$ cat src/rtl/ca_island_if.sv
// Island-ring bus between the migration controller (master) and the CA islands (slaves).
interface ca_island_if #(
  parameter int unsigned Width   = 16,
  parameter int unsigned Islands = 4
);
  logic [Width-1:0]         set_out;
  logic                     ca_load;
  logic                     ca_ce;
  logic                     migrate;
  logic [Islands*Width-1:0] island_state;

  modport master (
    output set_out, ca_load, ca_ce, migrate,
    input  island_state
  );

  modport slave (
    input  set_out, ca_load, ca_ce, migrate,
    output island_state
  );
endinterface

$ cat src/rtl/ca_migration_controller.sv
// Seeds a ring of CA islands, runs Epochs x Steps generations with neighbour migration
// between epochs, then folds the island states into one XOR digest.
module ca_migration_controller #(
  parameter int unsigned Width   = 16,
  parameter int unsigned Islands = 4,
  parameter int unsigned Steps   = 10,
  parameter int unsigned Epochs  = 10
) (
  input  logic             clk,
  input  logic             rst,
  input  logic             start,
  input  logic             abort,
  input  logic [Width-1:0] seed,
  ca_island_if.master      isl,
  output logic [7:0]       epoch,
  output logic             busy,
  output logic             done,
  output logic [Width-1:0] result
);

  localparam logic [2:0] StIdle    = 3'd0;
  localparam logic [2:0] StSeed    = 3'd1;
  localparam logic [2:0] StRun     = 3'd2;
  localparam logic [2:0] StMigrate = 3'd3;
  localparam logic [2:0] StDone    = 3'd4;

  localparam int unsigned StepW = (Steps > 1) ? $clog2(Steps) : 1;
  localparam logic [StepW-1:0] LastStep  = StepW'(Steps - 1);
  localparam logic [7:0]       LastEpoch = 8'(Epochs - 1);

  logic [2:0]       state_q, state_d;
  logic [StepW-1:0] step_q, step_d;
  logic [7:0]       epoch_q, epoch_d;
  logic [Width-1:0] set_q, set_d;
  logic [Width-1:0] result_q, result_d;
  logic             done_q, done_d;
  logic [Width-1:0] digest;

  always_comb begin
    digest = '0;
    for (int unsigned i = 0; i < Islands; i++) begin
      digest = digest ^ isl.island_state[i*Width +: Width];
    end
  end

  always_comb begin
    state_d  = state_q;
    step_d   = step_q;
    epoch_d  = epoch_q;
    set_d    = set_q;
    result_d = result_q;
    done_d   = 1'b0;
    if (abort) begin
      // Cancel keeps the seed and the last digest; only the sequencing is cleared.
      state_d = StIdle;
      step_d  = '0;
      epoch_d = '0;
    end else begin
      unique case (state_q)
        StIdle: begin
          if (start) begin
            set_d   = seed;
            epoch_d = '0;
            state_d = StSeed;
          end
        end
        StSeed: begin
          step_d  = '0;
          state_d = StRun;
        end
        StRun: begin
          step_d = step_q + StepW'(1);
          if (step_q == LastStep) begin
            state_d = (epoch_q == LastEpoch) ? StDone : StMigrate;
          end
        end
        StMigrate: begin
          epoch_d = epoch_q + 8'd1;
          step_d  = '0;
          state_d = StRun;
        end
        StDone: begin
          result_d = digest;
          done_d   = 1'b1;
          state_d  = StIdle;
        end
        default: state_d = StIdle;
      endcase
    end
  end

  always_ff @(posedge clk or negedge rst) begin
    if (!rst) begin
      state_q  <= StIdle;
      step_q   <= '0;
      epoch_q  <= '0;
      set_q    <= '0;
      result_q <= '0;
      done_q   <= 1'b0;
    end else begin
      state_q  <= state_d;
      step_q   <= step_d;
      epoch_q  <= epoch_d;
      set_q    <= set_d;
      result_q <= result_d;
      done_q   <= done_d;
    end
  end

  // Strobes decode from the state register only, so they can never overlap.
  assign isl.set_out = set_q;
  assign isl.ca_load = (state_q == StSeed) || (state_q == StMigrate);
  assign isl.ca_ce   = (state_q == StRun);
  assign isl.migrate = (state_q == StMigrate);
  assign busy        = (state_q != StIdle);
  assign epoch       = epoch_q;
  assign done        = done_q;
  assign result      = result_q;

endmodule

$ cat src/flat_wrapper.sv
// flat-port wrapper written by rule: the top's interface ports become plain ports
module ca_migration_controller_flat 
#(
  parameter int unsigned Width   = 16,
  parameter int unsigned Islands = 4,
  parameter int unsigned Steps   = 10,
  parameter int unsigned Epochs  = 10
)
  (clk, rst, start, abort, seed, epoch, busy, done, result, isl_set_out, isl_ca_load, isl_ca_ce, isl_migrate, isl_island_state);
  ca_island_if #(.Width(Width), .Islands(Islands)) isl_i ();
  input  logic clk;
  input  logic rst;
  input  logic start;
  input  logic abort;
  input  logic [Width-1:0] seed;
  output logic [7:0] epoch;
  output logic busy;
  output logic done;
  output logic [Width-1:0] result;
  output wire logic [$bits(isl_i.set_out)-1:0] isl_set_out;
  output wire logic [$bits(isl_i.ca_load)-1:0] isl_ca_load;
  output wire logic [$bits(isl_i.ca_ce)-1:0] isl_ca_ce;
  output wire logic [$bits(isl_i.migrate)-1:0] isl_migrate;
  input wire logic [$bits(isl_i.island_state)-1:0] isl_island_state;
  assign isl_set_out = isl_i.set_out;
  assign isl_ca_load = isl_i.ca_load;
  assign isl_ca_ce = isl_i.ca_ce;
  assign isl_migrate = isl_i.migrate;
  assign isl_i.island_state = isl_island_state;
  ca_migration_controller #(.Width(Width), .Islands(Islands), .Steps(Steps), .Epochs(Epochs)) u_core (.clk(clk), .rst(rst), .start(start), .abort(abort), .seed(seed), .isl(isl_i), .epoch(epoch), .busy(busy), .done(done), .result(result));
endmodule
$ cat config.mk
export PLATFORM = sky130hd
export DESIGN_NAME = ca_migration_controller_flat
export DESIGN_NICKNAME = d
export VERILOG_FILES = /design/src/rtl/ca_island_if.sv /design/src/rtl/ca_migration_controller.sv /design/src/flat_wrapper.sv
export SDC_FILE = /design/constraint.sdc
export NUM_CORES = 1
export LEC_CHECK = 0
export ABC_AREA = 1
export ABC_CLOCK_PERIOD_IN_PS = 1150
export CORE_MARGIN = 4
export CORE_UTILIZATION = 38
export DETAILED_ROUTE_END_ITERATION = 7
export PLACE_DENSITY = 0.87
export SYNTH_ARGS = -nofsm -noshare
export SYNTH_HDL_FRONTEND = slang
export SYNTH_SLANG_ARGS = --single-unit
$ cat constraint.sdc
create_clock -name clk -period 1.15 [get_ports clk]
set_input_delay 0.115 -clock clk [delete_from_list [all_inputs] [get_ports clk]]
set_output_delay 0.115 -clock clk [all_outputs]
set_load 0.02 [all_outputs]
==> results of run 1 <==
-- timing repair --
action	in CTS	in global routing
setup endpoints to repair	91	76
gates cloned	3	0
resized for setup	130	67
pin swaps	10	1
hold buffers	1	0
endpoints found under the hold margin	48	0
buffers inserted	8	5
-- tightest hold or removal path, stage by stage --
cell	delay [ns]
dlygate4sd3_1	0.52
buf_2	0.12
buf_12	0.24
-- flip-flops by register name, summed over array words and instances (netlist names) --
| register | count |
|---|---|
| u_core.epoch | 8 |
| u_core.state_q | 3 |
| u_core.done | 1 |
| u_core.result | 16 |
| u_core.step_q | 4 |
| u_core.isl.set_out | 16 |
-- where the power goes --
part | internal (mW) | switching [mW]
registers | 2.07 | 0.345
logic | 1.97 | 2.03
clock network | 0.536 | 0.546
total | 4.58 | 2.92
-- how the worst max path moves through the flow --
stage | start | end | slack, ns
floorplan | u_core.state_q[2] | u_core.isl.set_out[10] | -0.06
global placement | u_core.state_q[2] | isl_migrate | -0.23
detailed placement | abort | u_core.result[5] | -0.27
CTS | u_core.state_q[0] | u_core.isl.set_out[6] | -0.25
global route | u_core.state_q[0] | u_core.state_q[0] | -0.38
finish | u_core.state_q[0] | u_core.state_q[0] | -0.32
-- cell type report --
cell class                      instances  share of cell area, %
Clock buffer                            7                  1.946
Timing Repair Buffer                  175                  34.32
Tap cell                               99                  2.502
Multi-Input combinational cell        234                  32.60
Sequential cell                        48                  24.31
Inverter                               56                  4.321
-- layout by cell type (no fill, tap or decap), types with 7 or more instances in the layout --
cell,instances
nand2_4,11
dfrtp_1,46
buf_4,28
nand3_1,23
nand2_1,56
clkbuf_8,7
clkdlybuf4s50_1,82
inv_1,48
xor2_1,16
clkdlybuf4s15_1,10
xnor2_1,16
dlygate4sd2_1,7
nand2b_1,16
buf_6,12
nor2_1,10
nand4_1,7
o21ai_2,24
clkbuf_2,17
o21ai_1,17
-- metal layers --
metal | routed length (um) | track usage [%] | vias to the layer above | part of all wire [%]
met5 | 0 | 0 | - | 0
met4 | 158 | 6.280 | 0 | 1.9
met3 | 638 | 5.551 | 14 | 7.6
met2 | 4631 | 33.76 | 101 | 55
met1 | 3009 | 16.76 | 1359 | 36
li1 | - | - | 1431 | -
-- kinds of logic after synthesis --
family                     after synthesis
AOI/OAI and AO/OA                       49
xor gates and xnor gates                32
adders and majority gates                4
buffers and inverters                   64
DFF                                     48
and+or+nand+nor                        149
==> flow_metrics.tcl, run 1 <==
set metrics [dict create \
    finalHoldViolCount 0 \
    synth_nets 434 \
    dr.pass1.iters 4 \
    criticalPathCategory "reg -> reg" \
    synthMuxAreaShare_pct 0 \
    dp.cells 595 \
    synth_edf_count 0 \
    cts_tree "yes" \
    worst_path_dominant_cell_family "simple AND/OR/NAND/NOR gates" \
    maxSlewViolCount 0 \
    portBuffers 128 \
    max-slew-margin-rel_pct 81.35 \
    start_kind "register" \
    p_leak_nw 2.376 \
    synth_xor_area_share_pct 9.577 \
    p_total_mw 7.497 \
    fin_area_um2 4951 \
    cts_buffer_depth 2 \
    synth_seq_cells 48 \
    path_max_fanout 3 \
    fin_hold_ws_ns 0.3057 \
    die_w_um 95.76 \
    grt_max_degree 49 \
    path_cells "inv_2, buf_12, nand3_4, buf_4, buf_6, nor2_4, nor2_2, nand2_1, nor2_1" \
    dpl.hpwl_mm 6.222 \
    grt_util_all_layers_pct 17.32 \
    synthFlopType "dfrtp_1" \
    rsz0062_at_grt "true" \
    syn_area_um2 2927 \
    ys_top_cells_by_count "59 x nand2_1, 49 x inv_1, 48 x dfrtp_1" \
    place_congestion 0.8560 \
    vdd_drop_max_mv 0.6724 \
    fill_cells 576 \
    initial_core_util_pct 39.71 \
    grt_overflow 0 \
    critPathBufInv 4 \
    grt_pass1_vias 2843 \
    die_y_um 95.76 \
    worstPathRequired_ns 1.35 \
    power_density_nw_per_um2 1514 \
    post_drt_wl_per_cell_um 13.63 \
    r2r_end "u_core.state_q[0]" \
    grt_pass1_wl_mm 12.34 \
    multi_input_area_um2 1614 \
    yosys.area.top_type "dfrtp_1" \
    synth_most_common_cell "nand2_1" \
    drt-total-wl_mm 8.438 \
    htree_levels 2 \
    path_clk_slew_ns 0.09 \
    regToRegStartpoint "u_core.state_q[0]" \
    cts-buffers-inserted 5 \
    violations "negative setup slack" \
    crit_arrival_ns 1.67 \
    synth_area_per_cell_um2 8.458 \
    antennaDiodeCount 0 \
    hold_path.class "in -> async" \
    post-route-util_pct 67.18 \
    drtAntennaViolNets 0 \
    final.min_clock_period_ns 1.470 \
    cts_sinks 48 \
    cap_violations 0 \
    ys_top_cells_by_area "dfrtp_1 41%, nand2_1 7.6%, inv_1 6.3%" \
    crit_path_end_kind "register" \
    clkLatencyLatePin_ns 0.30 \
    via_per_inst 4.693 \
    die-area_um2 9169 \
    yosys_warnings 0 \
    synthSimpleGateAreaFrac_pct 26.55 \
    vias 2905 \
    synth-adder-area-share_pct 1.710 \
    finalSetupTns_ns -9.568 \
    final_cells 619 \
    pin_count 129 \
    drive_gt1_share_pct 29.81 \
    route.detailed.drc 0 \
    nets 608 \
    clock.fmax_mhz 680.3 \
    register_area_um2 1204 \
    yosysSeqAreaShare_pct 41.04 \
    worst_pin_slew_ns 0.2788 \
    max_stage_delay_ns 0.40 \
    syn2layout_area_growth_pct 69.17 \
    setup_slack_ns -0.3200 \
    r2r_setup_slack_ns -0.32 \
    pre_cts_ws_ns -0.2731 \
    setup_violations 52 \
    yosysTopAreaCellShare_pct 41.04 \
    drt_iter0_markers 93 \
    reg2regPathDepth 9 \
    synth_top_family_by_area "simple AND/OR/NAND/NOR gates" \
    rows 31 \
    fin_skew_ns 0.01591 \
    synthCells 346 \
    path_depth 9 \
    placed_area_um2 4517 \
    core_um2 7370 \
    cpMaxStageDelayCell "dfrtp_1" \
    grt_antenna_before_repair 0 \
    async_reset_ff_share_pct 100.0 \
    ys_types 30 \
    fin_crit_sh_pct 127.8 \
    synth-compound-area-share_pct 11.24 \
    status "finished with violations" \
    cts-root-buf "clkbuf_8" \
]
(Power assumes the default switching activity.)
==> inputs of run 2 (changes only) <==
--- a/config.mk
+++ b/config.mk
@@ -6,10 +6,12 @@
 export NUM_CORES = 1
 export LEC_CHECK = 0
 export ABC_AREA = 1
-export ABC_CLOCK_PERIOD_IN_PS = 1150
+export ABC_CLOCK_PERIOD_IN_PS = 1800
+export CORE_ASPECT_RATIO = 1.4
 export CORE_MARGIN = 4
-export CORE_UTILIZATION = 38
+export CORE_UTILIZATION = 40
 export DETAILED_ROUTE_END_ITERATION = 7
+export GPL_TIMING_DRIVEN = 0
 export PLACE_DENSITY = 0.87
 export SYNTH_ARGS = -nofsm -noshare
 export SYNTH_HDL_FRONTEND = slang
==> constraint.sdc (replaced) <==
create_clock -name clk -period 1.8 [get_ports clk]
set_input_delay 0.18 -clock clk [delete_from_list [all_inputs] [get_ports clk]]
set_output_delay 0.18 -clock clk [all_outputs]
set_load 0.02 [all_outputs]
==> flow_metrics.tcl, run 2 (synthesis gave the netlist of run 1 again) <==
set metrics [dict create \
    maxSlewViolCount 0 \
    grt_overflow 0 \
    crit_path_end_kind "output pin" \
    cts_sinks 48 \
    criticalPathCategory "reg -> out" \
    fin_hold_ws_ns 0.3516 \
    clkLatencyLatePin_ns 0.30 \
    route.detailed.drc 0 \
    clock.fmax_mhz 581.1 \
    cts_buffer_depth 2 \
    fin_area_um2 4439 \
    die_y_um 109.2 \
    crit_arrival_ns 1.54 \
    dpl.hpwl_mm 5.864 \
    rows 36 \
    final.min_clock_period_ns 1.721 \
    die-area_um2 8768 \
    worstPathRequired_ns 1.62 \
    grt_pass1_vias 2676 \
    final_cells 578 \
    final_common_cell "clkdlybuf4s50_1" \
    drtAntennaViolNets 0 \
    cts-buffers-inserted 5 \
    setup_slack_ns 0.07918 \
    drive_gt1_share_pct 14.08 \
    vias 2664 \
    portBuffers 128 \
    max-slew-margin-rel_pct 70.85 \
    finalHoldViolCount 0 \
    fin_skew_ns 0.01281 \
    path_max_fanout 4 \
    vdd_drop_max_mv 0.4073 \
    grt_antenna_before_repair 0 \
    fin_crit_sh_pct 95.60 \
    start_kind "register" \
    grt_max_degree 32 \
    p_total_mw 4.122 \
    grt_util_all_layers_pct 16.58 \
    antennaDiodeCount 0 \
    htree_levels 2 \
    initial_core_util_pct 41.65 \
    core_um2 7027 \
    pin_count 129 \
    drt_iter0_markers 98 \
    post_drt_wl_per_cell_um 12.18 \
    setup_violations 0 \
    status "finished clean" \
    drt-total-wl_mm 7.042 \
    grt_pass1_wl_mm 11.56 \
    power_density_nw_per_um2 928.5 \
    cts_setup_buffers 0 \
    cts-root-buf "clkbuf_8" \
    pre_cts_ws_ns 0.1838 \
    die_w_um 80.29 \
    reg2regPathDepth 5 \
    worst_pin_slew_ns 0.4373 \
    path_clk_slew_ns 0.09 \
    nets 571 \
    rsz0062_at_grt "false" \
    placed_area_um2 4342 \
    dp.cells 570 \
    place_congestion 0.8921 \
    final_cell_mix "124 x clkdlybuf4s50_1, 59 x nand2_1, 49 x inv_1" \
    cts_tree "yes" \
    hold_path.class "in -> async" \
    syn2layout_area_growth_pct 51.69 \
    p_leak_nw 2.042 \
    cap_violations 0 \
    dr.pass1.iters 4 \
    via_per_inst 4.609 \
]
==> run 2: changes by cell type in the layout (fill, tap and decap cells not counted), sizes merged <==
cell,before,now
clkbuf,24,8
clkdlybuf4s15,13,0
dlygate4sd2,7,3
clkinv,1,2
buf,55,8
clkdlybuf4s50,82,124
==> run 2: metrics by stage <==
stage          setup TNS [ns]  util (%)
2_1_floorplan               0         -
3_3_place_gp           -39.12     61.57
3_5_place_dp                0     61.79
4_1_cts                     0     63.18
5_1_grt                     0     63.18
6_report                    0     63.18
==> run 2: worst paths after layout <==
kind / from / to / slack [ns]
setup / recovery: u_core.state_q[2] / busy / 0.08
hold / removal: rst / u_core.isl.set_out[5] / 0.35
setup reg to reg: u_core.epoch[0] / u_core.epoch[4] / 0.46
hold reg to reg: u_core.isl.set_out[15] / u_core.isl.set_out[15] / 0.49
max in group asynchronous: rst / u_core.state_q[2] / 0.92
min in group clk: seed[7] / u_core.isl.set_out[7] / 0.42
==> run 2: critical path, cell delays in order (launching register included) <==
cell and delay, ns:
dfrtp_1 0.42, inv_2 0.09, nand3_4 0.12, clkdlybuf4s50_1 0.63
==> run 2: what timing repair did <==
action | in CTS | in global routing
hold endpoints to repair | 17 | 0
endpoints found under the setup margin | 3 | 0
hold buffers | 1 | 0
resized for setup | 3 | 0
==> run 2: final cells by class <==
type | instances | area (um2)
Clock buffer | 6 | 82.58
Inverter | 56 | 212.7
Timing Repair Buffer | 130 | 1303
Buffer | 8 | 76.32
Multi-Input combinational cell | 234 | 1436
Tap cell | 95 | 118.9
Clock inverter | 1 | 8.758
Fill cell | 602 | 2587
Sequential cell | 48 | 1201
==> run 2: where the power goes <==
part | leakage [nW] | switching (mW) | internal, mW
sequential | 0.623 | 0.171 | 1.32
combinational | 1.37 | 1.04 | 0.931
clock | 0.0473 | 0.351 | 0.307
==> run 2: layer usage <==
metal  global-route usage (%)  vias to the layer above  part of all wire (%)
met5                        0                        -                     0
met4                    6.522                        0                   1.9
met3                    3.802                       11                   6.6
met2                    31.81                       77                    57
met1                    16.96                     1220                    34
li1                         -                     1356                     -
==> inputs of run 3 (changes only) <==
--- a/config.mk
+++ b/config.mk
@@ -10,6 +10,7 @@
 export CORE_ASPECT_RATIO = 1.4
 export CORE_MARGIN = 4
 export CORE_UTILIZATION = 40
+export CTS_CLUSTER_SIZE = 28
 export DETAILED_ROUTE_END_ITERATION = 7
 export GPL_TIMING_DRIVEN = 0
 export PLACE_DENSITY = 0.87
==> results of run 3 <==
Final layout, timing and power as in run 2 (identical DEF).
